### src/rtl/vga_grid_renderer.sv
// 640x480@60Hz VGA scanner that paints a 16x16 occupancy grid, sampled once per frame
// at the start of vertical blanking so a frame never shows two different grids.
module vga_grid_renderer #(
    parameter int          CELL_PX      = 24,
    parameter int          X_OFF        = 128,
    parameter int          Y_OFF        = 48,
    parameter logic [11:0] FILL_COLOR   = 12'hF80,
    parameter logic [11:0] EMPTY_COLOR  = 12'h111,
    parameter logic [11:0] BORDER_COLOR = 12'hFFF,
    parameter int          H_VISIBLE    = 640,
    parameter int          H_FRONT      = 16,
    parameter int          H_SYNC       = 96,
    parameter int          H_BACK       = 48,
    parameter int          V_VISIBLE    = 480,
    parameter int          V_FRONT      = 10,
    parameter int          V_SYNC       = 2,
    parameter int          V_BACK       = 33
) (
    input  logic         clk,
    input  logic         reset,
    input  logic [255:0] grid_in,
    output logic         hsync,
    output logic         vsync,
    output logic [11:0]  rgb,
    output logic         video_on,
    output logic         frame_tick
);

    localparam int PF_PX = 16 * CELL_PX;

    localparam logic [9:0] H_LAST    = 10'(H_VISIBLE + H_FRONT + H_SYNC + H_BACK - 1);
    localparam logic [9:0] V_LAST    = 10'(V_VISIBLE + V_FRONT + V_SYNC + V_BACK - 1);
    localparam logic [9:0] H_VIS     = 10'(H_VISIBLE);
    localparam logic [9:0] V_VIS     = 10'(V_VISIBLE);
    localparam logic [9:0] HS_START  = 10'(H_VISIBLE + H_FRONT);
    localparam logic [9:0] HS_END    = 10'(H_VISIBLE + H_FRONT + H_SYNC);
    localparam logic [9:0] VS_START  = 10'(V_VISIBLE + V_FRONT);
    localparam logic [9:0] VS_END    = 10'(V_VISIBLE + V_FRONT + V_SYNC);
    localparam logic [9:0] PF_X0     = 10'(X_OFF);
    localparam logic [9:0] PF_X1     = 10'(X_OFF + PF_PX - 1);
    localparam logic [9:0] PF_Y0     = 10'(Y_OFF);
    localparam logic [9:0] PF_Y1     = 10'(Y_OFF + PF_PX - 1);
    localparam logic [9:0] X_LOAD    = 10'(X_OFF - 1);
    localparam logic [9:0] Y_LOAD    = 10'(Y_OFF - 1);
    localparam logic [9:0] RING_X1   = 10'(X_OFF + PF_PX);
    localparam logic [9:0] RING_Y1   = 10'(Y_OFF + PF_PX);
    localparam logic [4:0] SUB_LAST  = 5'(CELL_PX - 1);

    logic [1:0]   div;
    logic         pix_tick;
    logic [9:0]   h;
    logic [9:0]   v;
    logic [4:0]   sub_x;
    logic [4:0]   sub_y;
    logic [3:0]   col;
    logic [3:0]   row;
    logic [255:0] grid_q;

    logic         h_last;
    logic         in_x;
    logic         in_y;
    logic         ring_x;
    logic         ring_y;
    logic         visible;
    logic         snap;
    logic [11:0]  pix_rgb;

    assign pix_tick = (div == 2'd3);
    assign h_last   = (h == H_LAST);
    assign in_x     = (h >= PF_X0) && (h <= PF_X1);
    assign in_y     = (v >= PF_Y0) && (v <= PF_Y1);
    assign ring_x   = (h >= X_LOAD) && (h <= RING_X1);
    assign ring_y   = (v >= Y_LOAD) && (v <= RING_Y1);
    assign visible  = (h < H_VIS) && (v < V_VIS);
    assign snap     = pix_tick && (h == 10'd0) && (v == V_VIS);

    assign frame_tick = snap;

    // Colour of the pixel at the current (h,v); registered below so all outputs share one lag.
    always_comb begin
        pix_rgb = 12'h000;
        if (visible) begin
            if (in_x && in_y) begin
                pix_rgb = grid_q[{col, row}] ? FILL_COLOR : EMPTY_COLOR;
            end else if (ring_x && ring_y) begin
                pix_rgb = BORDER_COLOR;
            end
        end
    end

    always_ff @(posedge clk or posedge reset) begin
        if (reset) begin
            div <= 2'd0;
        end else begin
            div <= div + 2'd1;
        end
    end

    always_ff @(posedge clk or posedge reset) begin
        if (reset) begin
            h <= 10'd0;
            v <= 10'd0;
        end else if (pix_tick) begin
            if (h_last) begin
                h <= 10'd0;
                v <= (v == V_LAST) ? 10'd0 : v + 10'd1;
            end else begin
                h <= h + 10'd1;
            end
        end
    end

    // Cell position is tracked incrementally so no divider sits in the pixel path.
    always_ff @(posedge clk or posedge reset) begin
        if (reset) begin
            sub_x <= 5'd0;
            col   <= 4'd0;
            sub_y <= 5'd0;
            row   <= 4'd0;
        end else if (pix_tick) begin
            if (h == X_LOAD) begin
                sub_x <= 5'd0;
                col   <= 4'd0;
            end else if (in_x) begin
                if (sub_x == SUB_LAST) begin
                    sub_x <= 5'd0;
                    col   <= col + 4'd1;
                end else begin
                    sub_x <= sub_x + 5'd1;
                end
            end
            if (h_last) begin
                if (v == Y_LOAD) begin
                    sub_y <= 5'd0;
                    row   <= 4'd0;
                end else if (in_y) begin
                    if (sub_y == SUB_LAST) begin
                        sub_y <= 5'd0;
                        row   <= row + 4'd1;
                    end else begin
                        sub_y <= sub_y + 5'd1;
                    end
                end
            end
        end
    end

    always_ff @(posedge clk or posedge reset) begin
        if (reset) begin
            grid_q <= '0;
        end else if (snap) begin
            grid_q <= grid_in;
        end
    end

    always_ff @(posedge clk or posedge reset) begin
        if (reset) begin
            hsync    <= 1'b1;
            vsync    <= 1'b1;
            rgb      <= 12'h000;
            video_on <= 1'b0;
        end else if (pix_tick) begin
            hsync    <= !((h >= HS_START) && (h < HS_END));
            vsync    <= !((v >= VS_START) && (v < VS_END));
            rgb      <= pix_rgb;
            video_on <= visible;
        end
    end

endmodule

### config.mk
export PLATFORM = sky130hd
export DESIGN_NAME = vga_grid_renderer
export DESIGN_NICKNAME = d
export VERILOG_FILES = /design/src/rtl/vga_grid_renderer.sv
export SDC_FILE = /design/constraint.sdc
export NUM_CORES = 1
export LEC_CHECK = 0
export BUFFER_PORTS_ARGS = -buffer_cell sky130_fd_sc_hd__buf_2
export CORE_MARGIN = 2
export CORE_UTILIZATION = 56
export DETAILED_ROUTE_END_ITERATION = 10
export PLACE_DENSITY = 0.81
export RECOVER_POWER = 100
export SETUP_SLACK_MARGIN = 0.4
export SLEW_MARGIN = 10
export SYNTH_ARGS = -nofsm -noshare
export SYNTH_HDL_FRONTEND = slang
export SYNTH_SLANG_ARGS = --single-unit
### constraint.sdc
create_clock -name clk -period 10.5 [get_ports clk]
set_input_delay 1.05 -clock clk [delete_from_list [all_inputs] [get_ports clk]]
set_output_delay 1.05 -clock clk [all_outputs]
set_load 0.1 [all_outputs]
# Yosys cells after proc, flatten, opt, wreduce, memory -nomap -nowiden
# Index checks and enable logic that the tools add are counted.
# totals
reg_bits,311
input_bits,258
word_cells,85
# op_classes
magnitude_cmp,15
eq_ne,8
n_addsub,7
n_reduce_logical,23
n_mux,20
# op_table
operator,n
12-bit 2-to-1 mux,4
10-bit by 9-bit <= comparator with 1-bit output (second input constant),3
5-bit 2-to-1 mux,6
4-bit 2-to-1 mux,6
10-bit by 1-bit adder with 10-bit output (second input constant),2
10-bit == test (second input constant),2
10-bit by 6-bit greater-or-equal comparator with 1-bit output (second input constant),2
10-bit < comparator (second input constant),2
10-bit by 9-bit < comparator with 1-bit output (second input constant),2
10-bit 2-to-1 mux,2
1-bit logical AND,11
5-bit by 1-bit adder with 5-bit output (second input constant),2
10-bit by 6-bit == test with 1-bit output (second input constant),1
10-bit by 7-bit == test with 1-bit output (second input constant),1
10-bit by 9-bit == test with 1-bit output (second input constant),1
5-bit == test (second input constant),2
10-bit greater-or-equal comparator (second input constant),1
10-bit by 7-bit greater-or-equal comparator with 1-bit output (second input constant),1
10-bit by 8-bit greater-or-equal comparator with 1-bit output (second input constant),1
10-bit by 9-bit greater-or-equal comparator with 1-bit output (second input constant),1
10-bit <= comparator (second input constant),1
10-bit logical NOT,1
8-bit by 9-bit < comparator with 1-bit output (second input constant),1
4-bit by 1-bit adder with 4-bit output (second input constant),2
other kinds (9),15

# Logic depth before layout (Yosys ltp)
# depth
ltp_word,6
mapped_depth,10

# Least setup slack after synthesis
# Ideal clock, no wire load.
# synth_path
path_type,register -> output
from,register div[0]
to,output port frame_tick
t_required_ns,9.450
t_arrival_ns,1.872
path_stages_with_launch,8
setup_slack_ns,7.578
n_path_buf,3
path_cell_list,dfrtp_1 ha_1 buf_2 inv_1 nor4_1 and4_1 buf_2 buf_2
# synth_between
elab_chain_len,3
# synth_lines
item,line_no,rtl
start: declaration,49,logic [1:0] div;
start signal: assignment,95,div <= div + 2'd1;
2-bit == test,68,assign pix_tick = (div == 2'd3);
1-bit logical AND (2 in a row),75,assign snap = pix_tick && (h == 10'd0) && (v == V_VIS);
end: declaration,26,output logic frame_tick
# Every way passes these cells.

# Worst setup path after layout
# layout_path
from,register row[0]
to,register rgb[4]
# layout_between
elab_chain_len,5
# layout_lines
item,line_no,rtl
start: declaration,56,logic [3:0] row;
start signal: assignment,139,row <= row + 4'd1;
1-bit binary-select mux with 8-bit select,84,"pix_rgb = grid_q[{col, row}] ? FILL_COLOR : EMPTY_COLOR;"
1-bit 2-to-1 mux (implied by the code),84,
12-bit 2-to-1 mux,84,
12-bit 2-to-1 mux,83,if (in_x && in_y) begin
12-bit 2-to-1 mux,82,if (visible) begin
end signal: assignment,165,rgb <= pix_rgb;
end: declaration,24,"output logic [11:0] rgb,"
# Every way passes these cells. The select of a mux whose other input is x is not followed.
# A chain may end at the register's enable or synchronous reset.

==> results.md <==
* Mapped Cells at around 1500
* Area growth syn-to-layout at 16.84%
* Worst hold slack at approximately 0.42 ns
* DIE HEIGHT at 164.0 um
* DR vias/cell at between 5 and 6
* Area of the multi-input gates at 6108 um2
* Reg-to-reg endpoint: rgb[4]
* Post-synth top flop: dfrtp_1
* Post-CTS resize count at 0
* Routed Antenna Nets at 0
* Fill count at just over 2000
* Hold Buf Count CTS at 0
* Root buf cell: clkbuf_16
* Row cnt at just under 60
* Final period utilization at 60.95%
* Htree depth at 2
* Hold endpoint: div[0]
* Fmax at 156.2 MHz
* Final setup violating endpoints at 0
* Longest Clk Path Bufs at 3
* Post-synth EDFFs at 0
* R2R setup slack at 4.10 ns
* Worst Reg-to-Reg Cells at 8
* Status: complete, but fails checks
* Fin. Hold Viols at 0
* Worst-Skew Late Latency at 0.52 ns
* Post-CTS Setup Bufs at 0
* IO Pins at 274
* Final min period at between 6 and 7 ns
* Tightest Pin Transition at 5.855 ns
* Synth Register Bits at a little over 300
* Grt total ovfl at 0
* Total number of vias at 11670
* Die ar. at 26890 um2
* DRT Wirelength at 36360 um
* Ys Warns at 0
* Share of cells above drive strength 1 at 21.37%
* Critical path peak fanout at 52
* Area of the core at 25180 um2
* Max-slew headroom at -292.5%
* Failing checks: capacitance limit, slew limit
* Setup WS pre-CTS at 6.051 ns
* CTS tree: done
* Hold Crit Depth at 1
* Final WS setup at 4.100 ns
* Largest net degree at the start of global routing at 171
* Port Buffer Count at 273
* Fin util at 66.50%
* Worst Path Arrival at 6.80 ns
* Post-Syn Area per Cell at 9.276 um2
* Tightest Hold Check Type: reg2reg
* Final Skew at around 0.025 ns
* Syn Nets at 1812
* Initial Util at 56.91%
* Post-synthesis sequential area ratio at between 50% and 60%
* Fin nets at 2033
* Synth unique cells at 65
* RSZ-0062 raised after global routing: no
* Hold path start: div[0]
* Iter 0 DRT Violations at 1010
* CP Class: reg2reg
* GPL Wtd Cong at 0.9051
* Critical path required time at 10.90 ns
* Post-detailed-route DRC marker count at 0
* Max_cap viols at 3
* Async SR Flop Fraction at between 90% and 100%
* Clock sink total at 303
* Worst Setup Start Kind: flip-flop
* First-pass GRT wire length at 57680 um
* Total leakage power at about 7.5 nW
* Antenna violations before repair at 8
* Total GRT Usage at ~28%
* DR pass1 iterations at 5
* Final TNS setup at 0 ns
* CP Capture Type: flip-flop
* Worst-path clk slew at 0.06 ns
* Number of global-route vias before repair at 11480
* TritonCTS buffer count at 34
* Peak VDD IR at 0.1047 mV
* Slew Viols, Final at 251
* WL/cell at 17.07 um
* DPL Wire Length at approximately 25000 um
* Power Dens Cells at between 100 and 150 nW/um2
* Reg2reg start: row[0]
* Die X at 164.0 um
* Post-Syn Area at approximately 14000 um2
* Register area at 7586 um2
## per-layer routing
| layer | global-route usage, % | vias to the layer above | part of all wire (%) |
|---|---|---|---|
| li1 | - | 5503 | - |
| met1 | 36.71 | 5661 | 40 |
| met2 | 46.08 | 423 | 50 |
| met3 | 3.990 | 87 | 6.6 |
| met4 | 11.24 | 0 | 3.4 |
| met5 | 0 | - | 0 |
## cell type report
| cell class | instances | share of cell area (%) |
|---|---|---|
| Multi-Input combinational cell | 1128 | 36.48 |
| Inverter | 17 | 0.3886 |
| Tap cell | 330 | 2.466 |
| Clock inverter | 8 | 0.6725 |
| Clock buffer | 54 | 6.075 |
| Timing Repair Buffer | 282 | 8.496 |
| Sequential cell | 303 | 45.30 |
| Antenna cell | 8 | 0.1196 |
## report_power, final
group	leakage [nW]	switching, W	internal [W]
logic	4.11	0.0000428	0.0000355
registers	2.87	0	0.00117
clock network	0.554	0.000471	0.000718
## logic make-up after synthesis
family	after synthesis	share of synthesized area, %
flip-flops	303	52.92
buffers and inverters	114	4.391
multiplexers	81	10.76
XOR/XNOR	12	0.7334
AND/OR/NAND/NOR	921	25.59
AO/OA/AOI/OAI	105	4.811
adder cells (fa/ha/maj)	9	0.7858
## critical path, cell delays in order (launching register included)
cell	delay [ns]
dfrtp_1	1.32
clkbuf_1	2.99
mux4_1	0.92
a22oi_1	0.09
nand2_1	0.09
a22oi_1	0.10
a22oi_1	0.41
nand4_1	0.14
and3_1	0.18
## sequential cells by signal, indices dropped and copies added (netlist names)
name      cells
div           2
rgb           4
vsync         1
hsync         1
sub_y         5
col           4
row           4
grid_q      256
video_on      1
h            10
sub_x         5
v            10
## placed cells by master, fill, tap and decap left out, types with 5 or more instances in the layout
cell,instances
a21oi_1,14
a22oi_1,18
and3_1,9
buf_2,257
buf_4,7
clkbuf_1,29
clkbuf_16,35
clkbuf_8,7
dfrtp_1,300
diode_2,8
ha_1,9
inv_1,15
mux2_2,5
mux2i_1,17
mux4_2,51
nand2_1,811
nand3_1,15
nand3b_1,5
nand4_1,11
nor2_1,34
nor2b_1,5
nor3_1,8
o21ai_0,36
xnor2_1,6
xor2_1,6
## worst max-delay path by stage
stage	start	endpoint	cells past startpoint
3_3_place_gp	div[0]	grid_q[56]	8
5_1_grt	row[0]	rgb[4]	8
4_1_cts	div[0]	grid_q[116]	8
2_1_floorplan	reset	col[0]	1
3_5_place_dp	div[0]	grid_q[116]	8
6_report	row[0]	rgb[4]	8
## per-stage QoR
step           power, W  instance area, um2  std cells
2_1_floorplan  0.001208               14330       1545
3_3_place_gp   0.001269               15640       2060
3_5_place_dp   0.001268               15640       2060
4_1_cts        0.002453               16770       2122
5_1_grt        0.002507               16740       2130
6_report       0.002435               16740       2130
## cell usage after synthesis (6+ instances only)
cell      instances  share of area [%]
xnor2_1           6               0.37
buf_4            13               0.68
nand2_1         811                 21
nand3_1          15               0.52
o21ai_0          32                1.1
o21ai_1           8               0.28
ha_1              9               0.79
a21oi_1          14               0.49
nand4_1          11               0.48
a22oi_1          18               0.94
mux2i_1          17                1.2
xor2_1            6               0.37
clkbuf_1         32               0.84
and3_1            9               0.39
buf_2            42                1.5
mux4_2           51                8.0
dfrtp_1         301                 53
inv_1            16               0.42
nor3_1            8               0.28
nor2_1           33               0.86
(Power assumes the default switching activity.)
